$ cat src/rtl/seg_pkg.sv
// -----------------------------------------------------------------------------
// seg_pkg
// Shared definitions for the seven-segment serial transmitter path.
//   seg_state_t   : transmitter FSM states (IDLE, SHIFT, LATCH)
//   SEG_FRAME_W   : segment frame width (8 digits x 8 segments)
//   SEG_BIT_CNT_W : width of the bit counter that walks one frame
// -----------------------------------------------------------------------------
package seg_pkg;

    localparam int SEG_FRAME_W   = 64;
    localparam int SEG_BIT_CNT_W = 6;

    typedef enum logic [1:0] {
        IDLE  = 2'd0,
        SHIFT = 2'd1,
        LATCH = 2'd2
    } seg_state_t;

endpackage

$ cat src/rtl/seg_clk_div.sv
// -----------------------------------------------------------------------------
// seg_clk_div
// Half-period divider for the display shift clock. It counts DIV cycles per
// half-period and flags the last cycle of each half with a strobe. The
// strobes are combinational, and the owner registers them into seg_clk.
//   clk         : system clock
//   rst         : synchronous active-high reset
//   i_clr       : synchronous clear (frame start), restarts a low half-period
//   i_en        : count enable (transmitter busy)
//   o_rise_tick : last cycle of a low half, seg_clk goes high next cycle
//   o_fall_tick : last cycle of a high half, seg_clk goes low next cycle
// -----------------------------------------------------------------------------
module seg_clk_div #(
    parameter int DIV = 2
) (
    input  logic clk,
    input  logic rst,
    input  logic i_clr,
    input  logic i_en,
    output logic o_rise_tick,
    output logic o_fall_tick
);

    localparam int               CNT_W = (DIV > 1) ? $clog2(DIV) : 1;
    localparam logic [CNT_W-1:0] LAST  = CNT_W'(DIV - 1);

    logic [CNT_W-1:0] r_cnt;
    logic             r_hi;
    logic             w_wrap;

    assign w_wrap      = i_en && (r_cnt == LAST);
    assign o_rise_tick = w_wrap && !r_hi;
    assign o_fall_tick = w_wrap &&  r_hi;

    always_ff @(posedge clk) begin
        if (rst || i_clr) begin
            r_cnt <= '0;
            r_hi  <= 1'b0;
        end else if (i_en) begin
            if (r_cnt == LAST) begin
                r_cnt <= '0;
                r_hi  <= !r_hi;
            end else begin
                r_cnt <= r_cnt + 1'b1;
            end
        end
    end

endmodule

$ cat src/rtl/seg_serial_tx.sv
// -----------------------------------------------------------------------------
// seg_serial_tx
// Shifts a 64-bit seven-segment frame MSB first into the board's cascaded
// shift-register chain, then latches it onto the display.
//   clk      : system clock
//   rst      : synchronous active-high reset
//   start    : transmit request, sampled only while idle
//   seg_txt  : segment frame {p,g,f,e,d,c,b,a} per digit, digit 0 in [7:0]
//   busy     : high while shifting or latching
//   done     : one-cycle pulse on the first idle cycle after the latch
//   seg_clk  : chain shift clock, the chain samples on its rising edge
//   seg_dat  : serial data
//   seg_pen  : display enable, held low while shifting to avoid ghosting
//   seg_clrn : chain clear, active-low, released on the first frame
// Build option: defining SEG_AUTO_REFRESH_EN keeps a copy of the last frame
// sent and starts a transmission by itself whenever seg_txt differs from it.
// -----------------------------------------------------------------------------
module seg_serial_tx
    import seg_pkg::*;
#(
    parameter int DIV     = 2,
    parameter int FRAME_W = SEG_FRAME_W
) (
    input  logic               clk,
    input  logic               rst,
    input  logic               start,
    input  logic [FRAME_W-1:0] seg_txt,
    output logic               busy,
    output logic               done,
    output logic               seg_clk,
    output logic               seg_dat,
    output logic               seg_pen,
    output logic               seg_clrn
);

    seg_state_t               r_state;
    logic [FRAME_W-1:0]       r_shift;
    logic [SEG_BIT_CNT_W-1:0] r_bit_cnt;

    logic w_go;
    logic w_entry;
    logic w_last_bit;
    logic w_rise_tick;
    logic w_fall_tick;

`ifdef SEG_AUTO_REFRESH_EN
    // The copy resets to all-ones so the first frame after reset always
    // looks new and is pushed to the display without a start request.
    logic [FRAME_W-1:0] r_last;

    assign w_go = start || (seg_txt != r_last);

    always_ff @(posedge clk) begin
        if (rst) begin
            r_last <= '1;
        end else if (w_entry) begin
            r_last <= seg_txt;
        end
    end
`else
    assign w_go = start;
`endif

    assign w_entry    = (r_state == IDLE) && w_go;
    assign w_last_bit = (r_bit_cnt == SEG_BIT_CNT_W'(FRAME_W - 1));

    // The divider runs through LATCH as well, so one low half plus one high
    // half (2*DIV cycles) times the latch phase with no extra counter.
    seg_clk_div #(
        .DIV (DIV)
    ) u_clk_div (
        .clk         (clk),
        .rst         (rst),
        .i_clr       (w_entry),
        .i_en        (r_state != IDLE),
        .o_rise_tick (w_rise_tick),
        .o_fall_tick (w_fall_tick)
    );

    // The frame is data only. It is reloaded on every frame start, so it has
    // no reset. r_shift[FRAME_W-1] is always the bit currently on seg_dat.
    always_ff @(posedge clk) begin
        if (w_entry) begin
            r_shift <= seg_txt;
        end else if ((r_state == SHIFT) && w_fall_tick) begin
            r_shift <= {r_shift[FRAME_W-2:0], 1'b0};
        end
    end

    always_ff @(posedge clk) begin
        if (rst) begin
            r_state   <= IDLE;
            r_bit_cnt <= '0;
            busy      <= 1'b0;
            done      <= 1'b0;
            seg_clk   <= 1'b0;
            seg_dat   <= 1'b0;
            seg_pen   <= 1'b0;
            seg_clrn  <= 1'b0;
        end else begin
            done <= 1'b0;
            case (r_state)
                IDLE: begin
                    if (w_go) begin
                        r_state   <= SHIFT;
                        r_bit_cnt <= '0;
                        busy      <= 1'b1;
                        seg_clk   <= 1'b0;
                        seg_dat   <= seg_txt[FRAME_W-1];
                        seg_pen   <= 1'b0;
                        seg_clrn  <= 1'b1;
                    end
                end
                SHIFT: begin
                    if (w_rise_tick) begin
                        seg_clk <= 1'b1;
                    end else if (w_fall_tick) begin
                        // Next bit goes out on the falling edge, so it is stable
                        // for the whole low half before the chain samples it.
                        seg_clk   <= 1'b0;
                        seg_dat   <= r_shift[FRAME_W-2];
                        r_bit_cnt <= r_bit_cnt + 1'b1;
                        if (w_last_bit) begin
                            r_state <= LATCH;
                            seg_pen <= 1'b1;
                        end
                    end
                end
                LATCH: begin
                    if (w_fall_tick) begin
                        r_state <= IDLE;
                        busy    <= 1'b0;
                        done    <= 1'b1;
                    end
                end
                default: begin
                    r_state <= IDLE;
                end
            endcase
        end
    end

endmodule

$ cat config.mk
export PLATFORM = sky130hd
export DESIGN_NAME = seg_serial_tx
export DESIGN_NICKNAME = d
export VERILOG_FILES = /design/src/rtl/seg_pkg.sv /design/src/rtl/seg_clk_div.sv /design/src/rtl/seg_serial_tx.sv
export SDC_FILE = /design/constraint.sdc
export NUM_CORES = 1
export LEC_CHECK = 0
export CAP_MARGIN = 25
export CORE_MARGIN = 5
export CORE_UTILIZATION = 45
export CTS_CLUSTER_SIZE = 30
export DETAILED_ROUTE_END_ITERATION = 10
export PLACE_DENSITY = 0.72
export SLEW_MARGIN = 20
export SYNTH_ARGS = -nofsm -noshare
export SYNTH_HDL_FRONTEND = slang
export SYNTH_SLANG_ARGS = --single-unit
$ cat constraint.sdc
create_clock -name clk -period 5.7 [get_ports clk]
set_input_delay 0.855 -clock clk [delete_from_list [all_inputs] [get_ports clk]]
set_output_delay 0.855 -clock clk [all_outputs]
set_load 0.05 [all_outputs]
==> flow_summary.toml <==
[cells_and_area]
fin_nets = 483
post-route-util_pct = 58.0
fillCellCount = 662
syn_to_final_growth_pct = 27.6
drive_gt1_share_pct = 5.00
antennaDiodeCount = 0
stdcell_area_mm2 = 0.00441

[clock_network]
htreeDepth = 3
cts-hold-fix-buffers = 0
cts_tree = "built"
cts-root-buf = "clkbuf_8"
cts_num_sinks = 79
clk-insertion-delay-late_ps = 330
cts_setup_buffers = 0
cts.clk_slew.worst_paths_ps = 70
clk_path_buf_depth = 2
numCtsBuffers = 9
ctsResizeCount = 0

[timing]
fin_crit_ps = 3290
slew_headroom_pct = 49.0
setup_tns_ps = 0
setup_viol = 0
max_freq_mhz = 304
maxSlewViolCount = 0
fin_skew_ps = 7.12
rsz0062_at_grt = "no"
final.period_utilization_pct = 57.7
tightest_slew_ps = 764
hold_viol = 0

[synthesis]
ys_types = 34
ys_ff_latch = 79
yosysWarnings = 0
ys_seq_area_share_pct = 63.9
yosys-top-cells-count = "nand2_1 (189), edfxtp_1 (63), dfxtp_1 (16), buf_2 (13), nand3_1 (7)"
synth_ff_type = "edfxtp_1"
avgSynthCellArea_um2 = 9.91
yosys-top-cells-area = "edfxtp_1 (55%), nand2_1 (21%), dfxtp_1 (9.3%)"
synth_area_mm2 = 0.00346
syn_inst = 349
syn_nets = 417
post-synth-top-area-cell = "edfxtp_1"
synth_top_area_share_pct = 54.7
synth.most_common_cell = "nand2_1"
synth_edf_count = 63
async_reset_ff_share_pct = 0

[worst_setup_path]
cpMaxStageDelayCell = "nand2_2"
cpMostUsedCell = "buf_4"
crit_arrival_ps = 3280
cp_slowest_stage_delay_ps = 620
crit_family = "buffers and inverters"
worstReg2RegStart = "r_state[0]"
rrSetupSlack_ps = 2940
worst-path-buf-inv = 3
crit_fanout = 72
worstSetupPathType = "primary input to flop"
worst_setup_path_end_kind = "flop"
cp.required_ps = 5690
cp_cell_sequence = "clkdlybuf4s50_1, or3b_2, buf_4, nand2_2, buf_4"
start_kind = "primary input"
r2r_cells = 4
r2r-end = "r_shift[58]"

[grt]
grt_pass1_wl_mm = 11.0
grt_start_max_net_pins = 73
antenna_found_initial = 0
grt-ovfl-total = 0
first_global_vias = 2397
track_usage_pct = 14.4

[placed_design]
hpwl_mm = 4.51
placed_area_mm2 = 0.00421
place_congestion = 0.817
port_buffers = 72

[route]
drt_wl_total_mm = 6.62
vias_per_cell = 4.82
wire_per_inst_um = 12.7
drc = 0
num_vias = 2517
ant_nets = 0
dr.first_iter.drc_count = 162
drt_first_pass_iters = 4

[die]
pin_count = 73
start_util_pct = 45.5
dieWidth_um = 97.7
die-area_mm2 = 0.00954
fp.dieH_um = 97.7
row_count = 32
core_mm2 = 0.00761

[flow_run]
maxCapViolCount = 0

[run_status]
status = "finished clean"

[power_and_ir_drop]
p_per_area_mw_per_mm2 = 289
irDropWorstVdd_v = 0.000134
leakage_nw = 1.84
total_power_w = 0.00128

[worst_hold_path]
min_to = "seg_clk"
hold_depth = 2
hp-start = "seg_clk"
min_path_type = "flop to flop"
==> sequential cells by signal (all words and copies together) (netlist names) <==
signal / count
r_shift: 63
u_clk_div.r_hi: 1
seg_clk: 1
u_clk_div.r_cnt: 1
seg_pen: 1
seg_dat: 1
seg_clrn: 1
r_bit_cnt: 6
r_state: 2
busy: 1
done: 1
==> power breakdown <==
part | switching (W) | total (W) | internal, W
clock | 0.000188 | 0.000413 | 0.000224
combinational | 0.0000896 | 0.000166 | 0.0000760
sequential | 0.0000156 | 0.000699 | 0.000683
total | 0.000294 | 0.00128 | 0.000984
==> cell families after synthesis <==
| group | count (synthesis) | share of synthesized area, % |
|---|---|---|
| muxes | 5 | 1.45 |
| xor gates and xnor gates | 1 | 0.253 |
| AOI/OAI and AO/OA | 17 | 3.18 |
| DFF | 79 | 63.9 |
| adders and majority gates | 1 | 0.362 |
| buffers and inverters | 21 | 3.72 |
| and+or+nand+nor | 225 | 27.1 |
==> stage by stage <==
stage          std cells  setup WS, ps  hold WS, ps
4_1_cts              522          2350          488
2_1_floorplan        349          2550          454
5_1_grt              522          2200          516
3_5_place_dp         506          2010          471
6_report             522          2410          488
3_3_place_gp         506          2040          463
==> how the worst max path moves through the flow <==
| stage | start | end | slack [ps] | cells after the start |
|---|---|---|---|---|
| 6_report | start | r_shift[58] | 2410 | 5 |
| 5_1_grt | start | r_shift[53] | 2200 | 5 |
| 4_1_cts | start | r_shift[53] | 2350 | 5 |
| 3_5_place_dp | start | r_shift[28] | 2010 | 5 |
| 3_3_place_gp | start | r_shift[53] | 2040 | 5 |
| 2_1_floorplan | start | r_shift[0] | 2550 | 3 |
==> worst register-to-register path, delay by kind of cell, from the launching register on <==
kind	cells	cell delay [ps]
and+or+nand+nor	2	1120
DFF	1	440
buffers and inverters	2	850
==> placed cells by master, fill, tap and decap left out <==
cell / count
o21bai_1: 1
or3_1: 4
nand4b_1: 2
nand3_1: 7
nand3b_1: 1
o21ai_0: 4
nor4b_1: 1
xor2_1: 1
a211oi_1: 1
and2_1: 2
and4b_1: 1
bufinv_16: 1
nand2_2: 1
a21oi_1: 6
o2111ai_1: 3
clkbuf_1: 1
nor2b_1: 2
nor3_1: 4
clkdlybuf4s50_1: 72
nor2_1: 3
buf_4: 3
nor3b_4: 1
dfxtp_1: 16
ha_1: 1
nand4_1: 1
edfxtp_1: 63
nor3b_1: 2
clkinv_2: 3
nand2b_1: 3
and3_1: 1
mux2i_1: 5
or3b_2: 1
nand2_1: 188
a41o_1: 1
inv_1: 1
a311oi_1: 1
clkbuf_8: 11
==> area by class of cell <==
cell class	instances	area (um2)	area share [%]
well taps	102	128	2.89
clock inverters	4	45.0	1.02
multi-input cells	249	1130	25.5
flip-flops and latches	79	2210	50.1
repair buffers	75	743	16.8
inverters	1	3.75	0.0850
clock buffers	12	155	3.51
==> routing by layer <==
metal | track usage [%] | share of wire, % | vias to the layer above
met3 | 3.37 | 4.2 | 4
li1 | - | - | 1294
met4 | 6.07 | 0.80 | 0
met2 | 22.1 | 49 | 65
met5 | 0 | 0 | -
met1 | 19.6 | 46 | 1154
Note: power is estimated with default switching activity, not from simulation.
==> patch, RTL diff (same settings) <==
The 3 states of `seg_state_t` get a one-hot encoding in 3 bits.
--- a/src/rtl/seg_pkg.sv
+++ b/src/rtl/seg_pkg.sv
@@ -12,6 +12,6 @@
 
-    typedef enum logic [1:0] {
-        IDLE  = 2'd0,
-        SHIFT = 2'd1,
-        LATCH = 2'd2
+    typedef enum logic [2:0] {
+        IDLE  = 3'b001,
+        SHIFT = 3'b010,
+        LATCH = 3'b100
     } seg_state_t;
Function: no difference found for any inputs over 10 cycles, from zero or initial values and one cycle with rst high; not proved beyond that.
==> patch against the original RTL <==
- sequential share of layout area rose by 0.83 points
- sequential cell count rose by 1
- setup slack got worse by 110 ps
- die area fell by 2.6%
- highest routed layer unchanged
- wire length fell by 15%
- final area fell by 0.74%
- area after synthesis fell by 2.9%
- hold slack got worse by 18 ps
- largest power group unchanged
- register-to-register slack got worse by 130 ps
- cell count fell by 25%
- total power rose by 6.0%
==> patch: results (changes against the original RTL) <==
vias in the first global route: 1868 (was 2397)
worst-path fanout max: 70 (was 72)
DR pass1 iterations: 4 (unchanged)
Root Buffer: clkbuf_8 (unchanged)
R2R cell count: 4 (unchanged)
routability cong.: 0.698 (was 0.817)
GRT Util Overall: 12.5% (was 14.4%)
Yosys reg bits: 80 (was 79)
number of synthesized flops with an enable pin: 63 (unchanged)
DRT Wirelength: 5.64 mm (was 6.62 mm)
Initial DRC Count: 87 (was 162)
Post-CTS Resized: 0 (unchanged)
largest net degree at the start of global routing: 71 (was 73)
Regs by FF count: r_shift: 63 flops, r_bit_cnt: 6 flops, r_state: 3 flops (was r_shift: 63 flops, r_bit_cnt: 6 flops, r_state: 2 flops)
Synth Net Count: 285 (was 417)
outcome: finished, final reports clean (unchanged)
CP Data Arrival Time: 3360 ps (was 3280 ps)
initial antenna violation count: 0 (unchanged)
clk slew on worst S/H paths: 80 ps
post-synthesis sequential area ratio: 66.4% (was 63.9%)
worst clock skew: 11.6 ps (was 7.12 ps)
antenna cells: 0 (unchanged)
Reg-to-Reg Start: r_state[0]$_SDFFE_PP1P_ (was r_state[0]$_SDFFE_PP0P_)
Clock H-tree levels: 3 (unchanged)
Post-CTS Setup Bufs: 0 (unchanged)
vias per std cell: 4.88 (was 4.82)
flop-to-flop setup slack: 2810 ps (was 2940 ps)
crit path to: r_shift[24]$_DFFE_PP_ (was r_shift[58]$_DFFE_PP_)
Synth area leaders: edfxtp_1 56%, mux2_2 21%, dfxtp_1 10% (was edfxtp_1 55%, nand2_1 21%, dfxtp_1 9.3%)
ys async rst share: 0% (unchanged)
number of port buffers: 72 (unchanged)
synth cell count leaders: 63 x edfxtp_1, 62 x mux2_2, 17 x dfxtp_1, 11 x nor2_1, 10 x a21oi_1 (was 189 x nand2_1, 63 x edfxtp_1, 16 x dfxtp_1, 13 x buf_2, 7 x nand3_1)
global-route wire length before repair: 8.72 mm (was 11.0 mm)
Yosys warnings: 0 (unchanged)
Rel. slew slack: 34.2% (was 49.0%)
worst skew pair latency: 340 ps
Worst IR Drop VDD: 0.000151 V (was 0.000134 V)
layout cells sized above 1: 28.1% (was 5.00%)
DP Wirelength: 3.69 mm (was 4.51 mm)
TritonCTS Buffers: 9 (unchanged)
Netlist cell types: 29 (was 34)
P_leak: 1.47 nW (was 1.84 nW)
Max Root-Sink Buffers: 2 (unchanged)
Worst Hold Class: register to register (unchanged)
Worst Setup SP: start (unchanged)
Layout Nets: 358 (was 483)
==> patch: cell types whose count changed in the layout (fill, tap and decap cells not counted), sizes merged, moves of 4 or more <==
cell / delta
nor2: +8
a21oi: +4
nand2: -183
mux2: +62
nor3: -4
==> patch: final cells by class <==
class	instances	area (sq um)
Clock buffer	9	124
Clock inverter	7	110
Fill cell	572	2870
Inverter	4	15.0
Multi-Input combinational cell	122	1050
Sequential cell	80	2230
Tap cell	99	124
Timing Repair Buffer	73	728
==> patch: how the worst min path moves through the flow <==
| stage | slack (ps) | end | cells past startpoint | startpoint |
|---|---|---|---|---|
| 5_1_grt | 480 | seg_pen$_SDFFE_PP0P_ | 2 | seg_pen$_SDFFE_PP0P_ |
| 4_1_cts | 470 | seg_pen$_SDFFE_PP0P_ | 2 | seg_pen$_SDFFE_PP0P_ |
| 2_1_floorplan | 450 | r_bit_cnt[4]$_SDFFE_PP0P_ | 2 | r_bit_cnt[4]$_SDFFE_PP0P_ |
| 3_5_place_dp | 450 | seg_pen$_SDFFE_PP0P_ | 2 | seg_pen$_SDFFE_PP0P_ |
| 3_3_place_gp | 440 | seg_pen$_SDFFE_PP0P_ | 2 | seg_pen$_SDFFE_PP0P_ |
| 6_report | 470 | seg_pen$_SDFFE_PP0P_ | 2 | seg_pen$_SDFFE_PP0P_ |
==> patch: cell families after synthesis <==
kind of cell / share of synthesized area (%)
XOR/XNOR: 0.261
flip-flops: 66.4
multiplexers: 21.4
adder cells (fa/ha/maj): 0.372
AND/OR/NAND/NOR: 6.22
AO/OA/AOI/OAI: 2.87
buffers and inverters: 2.46
==> patch: metrics by stage <==
step	power, mW	setup WS [ps]	cell area (sq um)	util (%)	instances
after floorplan	0.821	2650	3360	-	217
after global placement	0.884	1930	4150	57.2	378
after detailed placement	0.887	1890	4150	57.2	378
after CTS	1.37	2240	4380	60.4	394
after global routing	1.40	2060	4380	60.4	394
final	1.35	2300	4380	60.4	394
==> patch: layer usage <==
metal / up-vias / global-route usage (%) / part of all wire (%)
met2: 61 / 17.9 / 44
li1: 960 / - / -
met1: 897 / 16.8 / 47
met5: - / 0 / 0
met4: 0 / 5.61 / 0.94
met3: 5 / 4.80 / 8.7
==> patch: critical path: stages <==
cell and delay [ps]:
clkdlybuf4s50_1 460, and4bb_4 900, a31oi_1 350, inv_2 100, buf_4 620
==> patch: report_power, final <==
group / switching [mW] / total (mW) / internal [mW] / leakage [nW]
logic: 0.0652 / 0.165 / 0.0996 / 0.621
registers: 0.0137 / 0.706 / 0.692 / 0.739
clock network: 0.195 / 0.483 / 0.287 / 0.114
